<file path="config.mk">
export PLATFORM = sky130hd
export DESIGN_NAME = countdown_timer_flat
export DESIGN_NICKNAME = d
export VERILOG_FILES = /design/src/rtl/countdown_timer_if.sv /design/src/rtl/countdown_timer.sv /design/src/flat_wrapper.sv
export SDC_FILE = /design/constraint.sdc
export NUM_CORES = 1
export LEC_CHECK = 0
export CORE_ASPECT_RATIO = 1.5
export CORE_MARGIN = 2
export CORE_UTILIZATION = 56
export CTS_BUF_LIST = sky130_fd_sc_hd__clkbuf_8
export CTS_CLUSTER_DIAMETER = 100
export DETAILED_ROUTE_END_ITERATION = 12
export GPL_ROUTABILITY_DRIVEN = 0
export PLACE_DENSITY = 0.86
export SETUP_SLACK_MARGIN = 0.15
export SLEW_MARGIN = 20
export SYNTH_ARGS = -nofsm -noshare
export SYNTH_HDL_FRONTEND = slang
export SYNTH_SLANG_ARGS = --single-unit
</file>
<file path="constraint.sdc">
create_clock -name clk -period 3.7 [get_ports clk]
set_clock_uncertainty 0.2 [all_clocks]
set_input_delay 0.37 -clock clk [delete_from_list [all_inputs] [get_ports clk]]
set_output_delay 0.37 -clock clk [all_outputs]
set_load 0.01 [all_outputs]
</file>
<file path="src/rtl/countdown_timer_if.sv">
// Command/status bundle for countdown_timer.
// Latency: wires only; no storage in the interface.
// Backpressure: none; commands are single-cycle strobes sampled every clk edge.
//
// Ports (master = controller side, slave = timer side):
//   tick, load, start, pause, clear     one-cycle command strobes
//   load_hr/load_min/load_sec           value presented with load
//   hr_counter/min_counter/sec_counter  remaining time (registered)
//   running, expired, load_err          status (registered)
interface countdown_timer_if;
    logic       tick;
    logic       load;
    logic [4:0] load_hr;
    logic [5:0] load_min;
    logic [5:0] load_sec;
    logic       start;
    logic       pause;
    logic       clear;
    logic [4:0] hr_counter;
    logic [5:0] min_counter;
    logic [5:0] sec_counter;
    logic       running;
    logic       expired;
    logic       load_err;

    modport master (
        output tick, load, load_hr, load_min, load_sec, start, pause, clear,
        input  hr_counter, min_counter, sec_counter, running, expired, load_err
    );

    modport slave (
        input  tick, load, load_hr, load_min, load_sec, start, pause, clear,
        output hr_counter, min_counter, sec_counter, running, expired, load_err
    );
endinterface

</file>
<file path="src/rtl/countdown_timer.sv">
// HH:MM:SS countdown timer with load/start/pause/clear control and 1 Hz tick.
// Latency: every accepted command shows on the registered outputs one cycle later.
// Backpressure: none; commands never stall, illegal loads are dropped with a load_err pulse.
//
// Ports:
//   clk   single clock, rising edge
//   rst   asynchronous active-low reset
//   tif   countdown_timer_if.slave: command strobes, load fields, counters and status
module countdown_timer #(
    parameter int HR_MAX = 23
) (
    input  logic               clk,
    input  logic               rst,
    countdown_timer_if.slave   tif
);

    localparam logic [4:0] HR_LIM = 5'(HR_MAX);

    typedef enum logic [2:0] {
        IDLE,
        ARMED,
        RUN,
        PAUSED,
        EXPIRED
    } state_t;

    state_t     state_q, state_d;
    logic [4:0] hr_q, hr_d;
    logic [5:0] min_q, min_d;
    logic [5:0] sec_q, sec_d;
    logic       running_q, expired_q, load_err_q;
    logic       load_err_d;

    logic load_ok;
    logic load_zero;
    logic cnt_zero;

    assign load_ok   = (tif.load_hr <= HR_LIM) && (tif.load_min <= 6'd59) &&
                       (tif.load_sec <= 6'd59);
    assign load_zero = (tif.load_hr == 5'd0) && (tif.load_min == 6'd0) &&
                       (tif.load_sec == 6'd0);
    assign cnt_zero  = (hr_q == 5'd0) && (min_q == 6'd0) && (sec_q == 6'd0);

    always_comb begin
        state_d    = state_q;
        hr_d       = hr_q;
        min_d      = min_q;
        sec_d      = sec_q;
        load_err_d = 1'b0;

        if (tif.clear) begin
            state_d = IDLE;
            hr_d    = 5'd0;
            min_d   = 6'd0;
            sec_d   = 6'd0;
        end else if (tif.load) begin
            if ((state_q == RUN) || !load_ok) begin
                load_err_d = 1'b1;
                // A rejected load does not hold EXPIRED open; the pulse stays one cycle.
                if (state_q == EXPIRED) begin
                    state_d = IDLE;
                end
            end else begin
                hr_d    = tif.load_hr;
                min_d   = tif.load_min;
                sec_d   = tif.load_sec;
                state_d = load_zero ? IDLE : ARMED;
            end
        end else begin
            case (state_q)
                IDLE: begin
                end
                ARMED, PAUSED: begin
                    // pause outranks start, so a simultaneous pause swallows the start.
                    // A tick here is ignored: the first decrement waits for RUN.
                    if (!tif.pause && tif.start) begin
                        state_d = RUN;
                    end
                end
                RUN: begin
                    if (tif.pause) begin
                        state_d = PAUSED;
                    end else if (tif.tick && !cnt_zero) begin
                        if (sec_q != 6'd0) begin
                            sec_d = sec_q - 6'd1;
                        end else begin
                            sec_d = 6'd59;
                            if (min_q != 6'd0) begin
                                min_d = min_q - 6'd1;
                            end else begin
                                min_d = 6'd59;
                                hr_d  = hr_q - 5'd1;
                            end
                        end
                        if ((hr_d == 5'd0) && (min_d == 6'd0) && (sec_d == 6'd0)) begin
                            state_d = EXPIRED;
                        end
                    end
                end
                EXPIRED: begin
                    state_d = IDLE;
                end
                default: begin
                    state_d = IDLE;
                end
            endcase
        end
    end

    always_ff @(posedge clk or negedge rst) begin
        if (!rst) begin
            state_q    <= IDLE;
            hr_q       <= 5'd0;
            min_q      <= 6'd0;
            sec_q      <= 6'd0;
            running_q  <= 1'b0;
            expired_q  <= 1'b0;
            load_err_q <= 1'b0;
        end else begin
            state_q    <= state_d;
            hr_q       <= hr_d;
            min_q      <= min_d;
            sec_q      <= sec_d;
            // Status flops track the next state so they line up with the state register.
            running_q  <= (state_d == RUN);
            expired_q  <= (state_d == EXPIRED);
            load_err_q <= load_err_d;
        end
    end

    assign tif.hr_counter  = hr_q;
    assign tif.min_counter = min_q;
    assign tif.sec_counter = sec_q;
    assign tif.running     = running_q;
    assign tif.expired     = expired_q;
    assign tif.load_err    = load_err_q;

endmodule

</file>
<file path="src/flat_wrapper.sv">
// flat-port wrapper written by rule: the top's interface ports become plain ports
module countdown_timer_flat 
#(
    parameter int HR_MAX = 23
)
  (clk, rst, tif_tick, tif_load, tif_load_hr, tif_load_min, tif_load_sec, tif_start, tif_pause, tif_clear, tif_hr_counter, tif_min_counter, tif_sec_counter, tif_running, tif_expired, tif_load_err);
  countdown_timer_if tif_i ();
  input  logic clk;
  input  logic rst;
  input wire logic [$bits(tif_i.tick)-1:0] tif_tick;
  input wire logic [$bits(tif_i.load)-1:0] tif_load;
  input wire logic [$bits(tif_i.load_hr)-1:0] tif_load_hr;
  input wire logic [$bits(tif_i.load_min)-1:0] tif_load_min;
  input wire logic [$bits(tif_i.load_sec)-1:0] tif_load_sec;
  input wire logic [$bits(tif_i.start)-1:0] tif_start;
  input wire logic [$bits(tif_i.pause)-1:0] tif_pause;
  input wire logic [$bits(tif_i.clear)-1:0] tif_clear;
  output wire logic [$bits(tif_i.hr_counter)-1:0] tif_hr_counter;
  output wire logic [$bits(tif_i.min_counter)-1:0] tif_min_counter;
  output wire logic [$bits(tif_i.sec_counter)-1:0] tif_sec_counter;
  output wire logic [$bits(tif_i.running)-1:0] tif_running;
  output wire logic [$bits(tif_i.expired)-1:0] tif_expired;
  output wire logic [$bits(tif_i.load_err)-1:0] tif_load_err;
  assign tif_i.tick = tif_tick;
  assign tif_i.load = tif_load;
  assign tif_i.load_hr = tif_load_hr;
  assign tif_i.load_min = tif_load_min;
  assign tif_i.load_sec = tif_load_sec;
  assign tif_i.start = tif_start;
  assign tif_i.pause = tif_pause;
  assign tif_i.clear = tif_clear;
  assign tif_hr_counter = tif_i.hr_counter;
  assign tif_min_counter = tif_i.min_counter;
  assign tif_sec_counter = tif_i.sec_counter;
  assign tif_running = tif_i.running;
  assign tif_expired = tif_i.expired;
  assign tif_load_err = tif_i.load_err;
  countdown_timer #(.HR_MAX(HR_MAX)) u_core (.clk(clk), .rst(rst), .tif(tif_i));
endmodule
</file>
==> impl_metrics.json <==
{
  "area_growth_pct": 24.4,
  "rsz0062_at_grt": "no",
  "drt-pass1-iter-count": 4,
  "cts_root_buf": "clkbuf_8",
  "fillers": 255,
  "track_usage": 0.291,
  "wire_per_inst_um": 17.3,
  "start_kind": "flip-flop",
  "critPathKind": "flip-flop to flip-flop",
  "clock.fmax_mhz": 351,
  "yosys.area.top_type": "dfrtp_1",
  "ys.flop_type": "dfrtp_1",
  "worst_slack_ns": 0.854,
  "htree_levels": 1,
  "drv_cap": 0,
  "drtIter0Drc": 136,
  "via_count": 1968,
  "period_minus_slack_ns": 2.85,
  "syn_inst": 224,
  "p_leak_nw": 0.856,
  "cp-end-kind": "flip-flop",
  "ys_warn_count": 0,
  "cts-buffers-inserted": 3,
  "drive_above_1_share": 0.0811,
  "critical_path_required_ns": 3.61,
  "synth.avg_cell_area_um2": 8.31,
  "slew_viol_final": 0,
  "start_util": 0.589,
  "critical_path_arrival_ns": 2.76,
  "setup_violations": 0,
  "yosysTopAreaCellShare": 0.309,
  "placedCellCount": 294,
  "ant_nets": 0,
  "fin_cells": 299,
  "period_share": 0.769,
  "synth-seq-area-share": 0.309,
  "clk_latency_ns": 0.27,
  "grt_pass1_vias": 1836,
  "pwr_density_cell_nw_per_um2": 352,
  "dp_slack_ns": 0.895,
  "ios": 44,
  "grt_pass1_wl_um": 8420,
  "clk_path_buf_depth": 2,
  "worst_slew_pin_slew_ns": 1.01,
  "num-nets-final": 289,
  "rows": 25,
  "synth_edf_count": 0,
  "synth.area.top_cells": "dfrtp_1 (31%), nor3_1 (4.3%), nor2_1 (4.0%)",
  "clock-sinks": 23,
  "clk_pin_slew_worst_paths_ns": 0.08,
  "antenna_cells": 0,
  "fp.dieArea_um2": 3810,
  "synthTopCellsByCount": "dfrtp_1 (23), nor2_1 (20), nor3_1 (16)",
  "ys_seq_elements": 23,
  "syn_nets": 253,
  "hold_violations": 0,
  "dp_hpwl_um": 3840,
  "vdd_drop_max_v": 0.000278,
  "cts_tree": "built",
  "fin_tns_setup_ns": 0,
  "hold_path.class": "input port to async pin",
  "fp.dieW_um": 51.1,
  "fin_hold_ws_ns": 0.401,
  "synth_cell_types": 57,
  "via_per_inst": 6.58,
  "io_buffers": 43,
  "drcViolationCount": 0,
  "synthArstFlopShare": 1.00,
  "cp_max_fo": 14,
  "core_um2": 3160,
  "syn_area_um2": 1860,
  "grt_max_degree": 28,
  "die_y_um": 74.6,
  "antenna_found_initial": 0,
  "status": "finished, final reports clean",
  "yosysMostFrequentCell": "dfrtp_1",
  "slew_headroom": 0.325,
  "grt-ovfl-total": 0,
  "wirelength_um": 5180
}
## worst max-delay path, cell delays in order, from the launching register on
cell and delay (ns):
dfrtp_1 0.43, inv_1 0.13, ha_1 0.20, or2b_1 0.31
nor4_4 0.56, a31oi_1 0.15, buf_4 0.21, nor2_1 0.35
o32ai_1 0.16
## path summary, 6_finish.rpt
path,cells after the start,startpoint,end,slack (ns)
max,8,u_core.tif.sec_counter[1],u_core.tif.min_counter[4],0.85
min,2,rst,u_core.tif.hr_counter[4],0.40
max reg2reg,8,u_core.tif.sec_counter[1],u_core.tif.min_counter[4],0.85
min in group clk,2,u_core.tif.hr_counter[2],u_core.tif.hr_counter[2],0.43
max in group asynchronous,2,rst,u_core.tif.sec_counter[3],2.52
min reg2reg,2,u_core.tif.hr_counter[2],u_core.tif.hr_counter[2],0.43
## flip-flops by register name (all words and copies together), names as in the netlist
name and flops:
u_core.state_q 3, u_core.tif.min_counter 6, u_core.tif.running 1, u_core.tif.sec_counter 6, u_core.tif.hr_counter 5, u_core.tif.expired 1, u_core.tif.load_err 1
## repair_timing
item | in CTS | in global routing
setup endpoints to repair | 0 | 0
endpoints found under the hold margin | 0 | 23
setup buffers | 0 | 0
resized for setup | 0 | 0
hold buffers | 0 | 1
## final cells by class
type | count | area (um^2) | share of cell area
Timing Repair Buffer | 48 | 465 | 0.201
Clock inverter | 1 | 3.75 | 0.00162
Multi-Input combinational cell | 174 | 1140 | 0.493
Tap cell | 40 | 50.0 | 0.0216
Sequential cell | 23 | 576 | 0.249
Clock buffer | 3 | 41.3 | 0.0178
Inverter | 10 | 37.5 | 0.0162
## cell usage in the layout, fill, tap and decap left out, types with 2 or more instances in the layout
| master | count |
|---|---|
| or2_2 | 3 |
| ha_1 | 5 |
| nor2b_1 | 2 |
| nor3_1 | 16 |
| nand3_1 | 6 |
| o21ai_0 | 8 |
| nand2b_1 | 7 |
| a211oi_1 | 6 |
| dfrtp_1 | 23 |
| nor3b_1 | 4 |
| clkdlybuf4s50_1 | 42 |
| a32oi_1 | 3 |
| nand3b_1 | 2 |
| buf_4 | 4 |
| a21oi_1 | 12 |
| o221a_1 | 2 |
| nand4_1 | 5 |
| o32ai_1 | 5 |
| nand2_1 | 13 |
| nor2_1 | 20 |
| xor2_1 | 2 |
| a22oi_1 | 3 |
| o2111ai_1 | 2 |
| o22ai_1 | 2 |
| a31oi_1 | 4 |
| inv_1 | 11 |
| clkbuf_8 | 3 |
| a311oi_1 | 3 |
| o21a_1 | 5 |
| nor4_1 | 8 |
| or3_1 | 2 |
## cell families after synthesis
| kind of cell | share of synthesized area |
|---|---|
| flops | 0.309 |
| mux | 0.00538 |
| simple gates | 0.286 |
| fa+ha+maj | 0.0336 |
| compound gates | 0.278 |
| xor+xnor | 0.00942 |
| buf+inv | 0.0773 |
## metrics by stage
step	total power [mW]	instance area, um^2	utilization
after global routing	0.859	2310	0.733
after CTS	0.812	2310	0.731
after detailed placement	0.656	2260	0.717
after floorplan	0.539	1860	-
final	0.816	2310	0.733
after global placement	0.653	2260	0.717
## metal layers
metal  share of wire  vias up  GRT usage  wire length, um
met1            0.40      922      0.357             2060
met5               0        -          0                0
met2            0.51      101      0.504             2630
met4           0.041        0      0.156              214
met3           0.054       18     0.0241              279
li1                -      927          -                -
## power by group
group	leakage, nW	total, mW	internal (mW)	switching (mW)
combinational	0.520	0.351	0.161	0.190
clock	0.0269	0.157	0.0743	0.0829
sequential	0.309	0.308	0.272	0.0357
total	0.856	0.816	0.507	0.308
Power figures use the tool's default switching activity.
